[src/rtl/fp_addsub_zero_detect.sv]
// ---------------------------------------------------------------------------
// FpAddSubZeroDetect (module fp_addsub_zero_detect)
//
// Purpose
//   Pipelined exact-zero detector that sits beside the exponent comparator in
//   the stallable pre-alignment stage of the FP add/sub datapath. It reports,
//   two cycles after an operand pair is accepted, whether A +/- B is exactly
//   zero. It also reports the IEEE-754 sign that zero must carry for the
//   selected rounding mode. Inf/NaN operands never produce a zero flag.
//
// Parameters
//   EW  exponent field width (8 single, 11 double)
//   SW  stored significand width without hidden bit (23 single, 52 double)
//   W   derived operand width 1+EW+SW (local, not overridable)
//
// Ports
//   clk           system clock, rising edge
//   rst           asynchronous reset, active high
//   i_in_valid    operand pair / op / rounding mode valid this cycle
//   o_in_ready    block accepts an operand pair this cycle
//   i_op_a        operand A {sign, exponent, significand}
//   i_op_b        operand B {sign, exponent, significand}
//   i_arit_op     0 = add, 1 = subtract
//   i_rmode       00 RNE, 01 RTZ, 10 toward +inf, 11 toward -inf
//   o_out_valid   result flags valid
//   i_out_ready   downstream consumes the result this cycle
//   o_zero        exact result is +0 or -0
//   o_zero_sign   sign of that zero (0 when o_zero is 0)
//   o_cancel      equal magnitudes under effective subtraction
//   o_special     either operand has an all-ones exponent (Inf/NaN)
// ---------------------------------------------------------------------------
module fp_addsub_zero_detect #(
    parameter  int EW = 8,
    parameter  int SW = 23,
    localparam int W  = 1 + EW + SW
) (
    input  logic         clk,
    input  logic         rst,
    input  logic         i_in_valid,
    output logic         o_in_ready,
    input  logic [W-1:0] i_op_a,
    input  logic [W-1:0] i_op_b,
    input  logic         i_arit_op,
    input  logic [1:0]   i_rmode,
    output logic         o_out_valid,
    input  logic         i_out_ready,
    output logic         o_zero,
    output logic         o_zero_sign,
    output logic         o_cancel,
    output logic         o_special
);

    // Round-toward-negative-infinity is the only mode in which an exact
    // cancellation yields -0; every other mode gives +0.
    localparam logic [1:0] RMODE_RTN = 2'b11;

    // Stage occupancy flags.
    logic       r_v1;
    logic       r_v2;

    // S1 registered pre-computation.
    logic       r_magEq;
    logic       r_aZero;
    logic       r_bZero;
    logic       r_spec;
    logic       r_effSub;
    logic       r_signA;
    logic [1:0] r_rmode;

    // Handshake / stage-advance controls.
    logic       w_s2Load;
    logic       w_s1Load;
    logic       w_accept;

    // S1 combinational inputs.
    logic       w_magEq;
    logic       w_aZero;
    logic       w_bZero;
    logic       w_spec;
    logic       w_effSub;

    // S2 combinational results derived from the S1 registers.
    logic       w_cancel;
    logic       w_zero;
    logic       w_zeroSign;

    // Stage advance is the classic two-entry elastic pipeline: the output
    // stage refills whenever it is empty or being drained, and the first
    // stage refills whenever it is empty or can pass its entry forward.
    // in_ready deliberately depends only on the valid flags and out_ready,
    // so there is no combinational loop through in_valid upstream.
    always_comb begin
        w_s2Load   = ~r_v2 | i_out_ready;
        w_s1Load   = ~r_v1 | w_s2Load;
        o_in_ready = ~r_v1 | ~r_v2 | i_out_ready;
        w_accept   = i_in_valid & o_in_ready;
    end

    // First-stage operand inspection. Comparing the whole magnitude field
    // (exponent plus stored significand) makes subnormals compare exactly,
    // and a nonzero significand with a zero exponent is correctly treated as
    // nonzero. The effective operation folds both signs with the requested
    // op, so add of opposite signs and subtract of equal signs look alike.
    always_comb begin
        w_magEq  = (i_op_a[W-2:0] == i_op_b[W-2:0]);
        w_aZero  = ~|i_op_a[W-2:0];
        w_bZero  = ~|i_op_b[W-2:0];
        w_spec   = (&i_op_a[W-2:SW]) | (&i_op_b[W-2:SW]);
        w_effSub = i_op_a[W-1] ^ i_op_b[W-1] ^ i_arit_op;
    end

    // S1 register. The valid flag follows the handshake whenever the stage
    // is allowed to load; payload is only captured on a real acceptance so a
    // stalled entry keeps its contents bit-exact.
    always_ff @(posedge clk or posedge rst) begin
        if (rst) begin
            r_v1     <= 1'b0;
            r_magEq  <= 1'b0;
            r_aZero  <= 1'b0;
            r_bZero  <= 1'b0;
            r_spec   <= 1'b0;
            r_effSub <= 1'b0;
            r_signA  <= 1'b0;
            r_rmode  <= 2'b00;
        end else if (w_s1Load) begin
            r_v1 <= w_accept;
            if (w_accept) begin
                r_magEq  <= w_magEq;
                r_aZero  <= w_aZero;
                r_bZero  <= w_bZero;
                r_spec   <= w_spec;
                r_effSub <= w_effSub;
                r_signA  <= i_op_a[W-1];
                r_rmode  <= i_rmode;
            end
        end
    end

    // Second-stage decision. An Inf or NaN on either side suppresses both
    // the cancel and the zero flag, which also covers Inf - Inf. Two zero
    // operands always sum to zero even without effective subtraction. For
    // the sign: a true addition of two zeros keeps their common sign, while
    // any cancellation takes -0 only under round toward negative infinity.
    always_comb begin
        w_cancel   = r_magEq & r_effSub & ~r_spec;
        w_zero     = ~r_spec & (w_cancel | (r_aZero & r_bZero));
        w_zeroSign = 1'b0;
        if (w_zero) begin
            if (~r_effSub) begin
                w_zeroSign = r_signA;
            end else begin
                w_zeroSign = (r_rmode == RMODE_RTN);
            end
        end
    end

    // S2 register holding the visible flags. A bubble moving in only clears
    // the valid flag; the flag outputs keep their last values, which nobody
    // may interpret while out_valid is low. Reset clears everything at once
    // so out_valid falls as soon as rst rises.
    always_ff @(posedge clk or posedge rst) begin
        if (rst) begin
            r_v2        <= 1'b0;
            o_zero      <= 1'b0;
            o_zero_sign <= 1'b0;
            o_cancel    <= 1'b0;
            o_special   <= 1'b0;
        end else if (w_s2Load) begin
            r_v2 <= r_v1;
            if (r_v1) begin
                o_zero      <= w_zero;
                o_zero_sign <= w_zeroSign;
                o_cancel    <= w_cancel;
                o_special   <= r_spec;
            end
        end
    end

    // The output stage's occupancy is the result-valid indication.
    always_comb begin
        o_out_valid = r_v2;
    end

endmodule

[config.mk]
export PLATFORM = sky130hd
export DESIGN_NAME = fp_addsub_zero_detect
export DESIGN_NICKNAME = d
export VERILOG_FILES = /design/src/rtl/fp_addsub_zero_detect.sv
export SDC_FILE = /design/constraint.sdc
export NUM_CORES = 1
export LEC_CHECK = 0
export ABC_AREA = 1
export CELL_PAD_IN_SITES_DETAIL_PLACEMENT = 0
export CELL_PAD_IN_SITES_GLOBAL_PLACEMENT = 1
export CORE_UTILIZATION = 25
export DETAILED_ROUTE_END_ITERATION = 12
export GPL_TIMING_DRIVEN = 0
export PLACE_DENSITY_LB_ADDON = 0.1
export SLEW_MARGIN = 40
export SYNTH_ARGS = -nofsm -noshare
export SYNTH_HDL_FRONTEND = slang
export SYNTH_SLANG_ARGS = --single-unit
[constraint.sdc]
create_clock -name clk -period 2 [get_ports clk]
set_clock_uncertainty 0.1 [all_clocks]
set_input_delay 0.6 -clock clk [delete_from_list [all_inputs] [get_ports clk]]
set_output_delay 0.6 -clock clk [all_outputs]
set_load 0.005 [all_outputs]
# Word level (Yosys, flattened, before mapping)
# Cells that the tools add are included.
# totals
input_bits	71
ff_bits	14
output_inout_bits	6
# classes
eq_ne	2
reduce_logical	8
muxes	2
n_bitwise	16
# op_table
operator	n
$reduce_or 31->1	2
$eq 31x31->1	1
$reduce_and 8->1	2
$or 1x1->1	6
$and 1x1->1	5
$reduce_and 2->1	2
$not 1->1	3
$eq 2x2->1 const B	1
$logic_not 1->1	2
$mux 1	2
$xor 1x1->1	2

# Longest topological paths before layout
# depth
ltp_word	5
depth_mapped	9
ltp_nobuf	9

# Worst setup path before layout
# No wires, ideal clock.
# synth_path
path_type	input-to-output
from	input i_out_ready
to	output o_in_ready
path_buffers	0
slack_ps	557
required_ps	1300
arrival_time_ps	743
path_stages	2
path_cell_list	inv_1 nand3_2
# synth_via
elab_chain_len	1
# synth_rtl
item	line	text
from (decl)	46	input logic i_out_ready,
$or 1x1->1	95	o_in_ready = ~r_v1 | ~r_v2 | i_out_ready;
to (decl)	40	output logic o_in_ready,
# No other way between the ends.

# Worst setup path in the final report
# layout_path
from	register r_v2, in the netlist o_out_valid
to	output o_out_valid
# layout_lines
item	line	text
from (decl)	59	logic r_v2;
from (signal assigned)	169	r_v2 <= r_v1;
to (decl)	45	output logic o_out_valid,
# No word-level cell between the ends.

==> results.json <==
{
  "drv_slew": 0,
  "status": "complete, no violations",
  "cts.hold.buffers_added": 0,
  "avgSynthCellArea_um2": 6.48,
  "yosysUniqueCellTypes": 19,
  "stdcell_count": 323,
  "cpMaxStageDelayCell": "clkdlybuf4s50_1",
  "place.gp.congestion": 0.815,
  "synth.net_count": 259,
  "ys_seq_area_share_pct": 28.7,
  "synth_seq_cells": 14,
  "worstPathCellList": "clkdlybuf4s50_1",
  "io_pins": 77,
  "grt_pass1_wl_mm": 5.64,
  "start_util_pct": 26.0,
  "netlist_instances": 188,
  "die_area_um2": 5160,
  "setup_tns_ns": 0,
  "dp_cells": 318,
  "vias": 1418,
  "num-nets-final": 341,
  "coreArea_um2": 4690,
  "end_kind": "output pin",
  "cpLargestDelayFamily": "buffers and inverters",
  "grt_pass1_vias": 1340,
  "cts_tree": "done",
  "drc_errors": 0,
  "placed_cell_area_um2": 2050,
  "grt_max_degree": 15,
  "wl_per_cell_um": 10.9,
  "dpl_worst_slack_ns": -0.391,
  "numCtsBuffers": 3,
  "setup_viol": 0,
  "antenna_left": 0,
  "relSlewSlack_pct": 65.1,
  "rsz0062_at_grt": "no",
  "antenna_found_initial": 0,
  "peakVddDrop_mv": 0.224,
  "clock_path_buffers": 2,
  "clk_latency_ns": 0.24,
  "worst_pin_slew_ns": 0.524,
  "period_minus_slack_ns": 1.83,
  "final_cell_mix": "clkdlybuf4s50_1 (74), nand2_1 (62), nor2_1 (33)",
  "arrival_ns": 1.13,
  "netlist_area_um2": 1220,
  "fp.dieH_um": 71.8,
  "port_buffers": 76,
  "dp_hpwl_mm": 3.08,
  "drive_gt1_share_pct": 4.09,
  "clock.fmax_ghz": 0.545,
  "drv_cap": 0,
  "die_w_um": 71.8,
  "min_period_over_period_pct": 91.7,
  "ys_warn_count": 0,
  "num_antenna_cells": 0,
  "first_pass_iters": 4,
  "num-fill-cells": 493,
  "grt_overflow": 0,
  "crit_path_start_kind": "register",
  "routed_wl_mm": 3.52,
  "cts-htree-levels": 1,
  "max_stage_delay_ns": 0.51,
  "critPathBufInv": 1,
  "critPathMaxFanout": 3,
  "viasPerCell": 4.39,
  "stdcell_area_um2": 2110,
  "grt_usage_pct": 13.9,
  "clkTransAtPathRegs_ns": 0.05,
  "cts_num_sinks": 14,
  "root_buffer": "clkbuf_8",
  "rows": 25,
  "hp-class": "reg -> reg",
  "finalHoldViolations": 0,
  "fin_ws_ns": 0.167,
  "final_common_cell": "clkdlybuf4s50_1",
  "syn2layout_area_growth_pct": 72.9,
  "crit_type": "reg -> out",
  "leakage_nw": 0.909,
  "power.density_nw_per_um2": 457,
  "cp_data_required_time_ns": 1.30,
  "drtIter0Drc": 65
}
final timing paths:
| check | slack [ns] | endpoint | start | depth (start not counted) |
|---|---|---|---|---|
| worst max-delay path | 0.17 | o_out_valid | o_out_valid | 1 |
| worst min-delay path | 0.38 | o_zero | o_zero | 2 |
| worst max register to register | 0.61 | r_spec | o_out_valid | 6 |
| worst min register to register | 0.38 | o_zero | o_zero | 2 |
| max in group asynchronous | 0.86 | r_v1 | rst | 2 |
| min in group asynchronous | 0.59 | r_bZero | rst | 2 |
stage by stage:
stage,util (%),hold WS (ns),total power [mW]
finish,44.9,0.381,0.963
global route,44.9,0.407,1.02
CTS,44.9,0.386,0.979
detailed placement,43.6,0.368,0.701
global placement,43.6,0.365,0.703
floorplan,-,0.344,0.475
cells by family after synthesis:
logic type / after synthesis / share of synthesized area [%]
AOI/OAI and AO/OA: 10 / 5.13
and+or+nand+nor: 120 / 41.3
buffers and inverters: 18 / 6.16
xor gates and xnor gates: 26 / 18.7
DFF: 14 / 28.7
final cells by class:
class | instances | area [um^2] | share of cell area (%)
multi-input combinational | 156 | 793 | 37.6
timing repair buffer | 77 | 766 | 36.3
sequential | 14 | 350 | 16.6
tap | 54 | 67.6 | 3.21
inverter | 17 | 63.8 | 3.03
clock buffer | 4 | 55.1 | 2.61
buffer | 1 | 11.3 | 0.534
per-layer routing:
layer | wire, um | global-route usage, % | up-vias
li1 | - | - | 758
met5 | 0 | 0 | -
met4 | 27 | 4.58 | 0
met1 | 1570 | 17.1 | 621
met2 | 1800 | 24.9 | 36
met3 | 132 | 1.55 | 3
sequential cells by signal, indices dropped and copies added, names as in the netlist:
signal	cells
r_signA	1
o_zero_sign	1
o_zero	1
o_cancel	1
r_effSub	1
r_aZero	1
r_magEq	1
r_v1	1
r_spec	1
o_out_valid	1
r_rmode	2
o_special	1
r_bZero	1
synthesized netlist by cell type, drive strengths merged:
| cell type | count | area, um^2 |
|---|---|---|
| o21ai | 6 | 30.0 |
| a21oi | 1 | 5.00 |
| xnor2 | 22 | 193 |
| nor4 | 2 | 12.5 |
| o22a | 1 | 8.76 |
| dfrtp | 14 | 350 |
| buf | 1 | 11.3 |
| xor2 | 4 | 35.0 |
| nand3 | 8 | 45.0 |
| a22o | 1 | 8.76 |
| inv | 17 | 63.8 |
| nand2 | 63 | 239 |
| nor3 | 4 | 20.0 |
| a32o | 1 | 10.0 |
| nor2 | 34 | 130 |
| nand4 | 9 | 56.3 |
power by group:
part           leakage (nW)  switching [mW]  internal (mW)
registers             0.180          0.0205          0.313
clock network        0.0288          0.0972          0.174
logic                 0.701           0.143          0.216
total                 0.909           0.261          0.703
timing repair:
item,4_1_cts,5_1_grt
endpoints found under the setup margin,1,1
gates cloned,0,0
hold endpoints to repair,0,0
resized for setup,4,2
setup buffers,1,0
(Power assumes the default switching activity.)
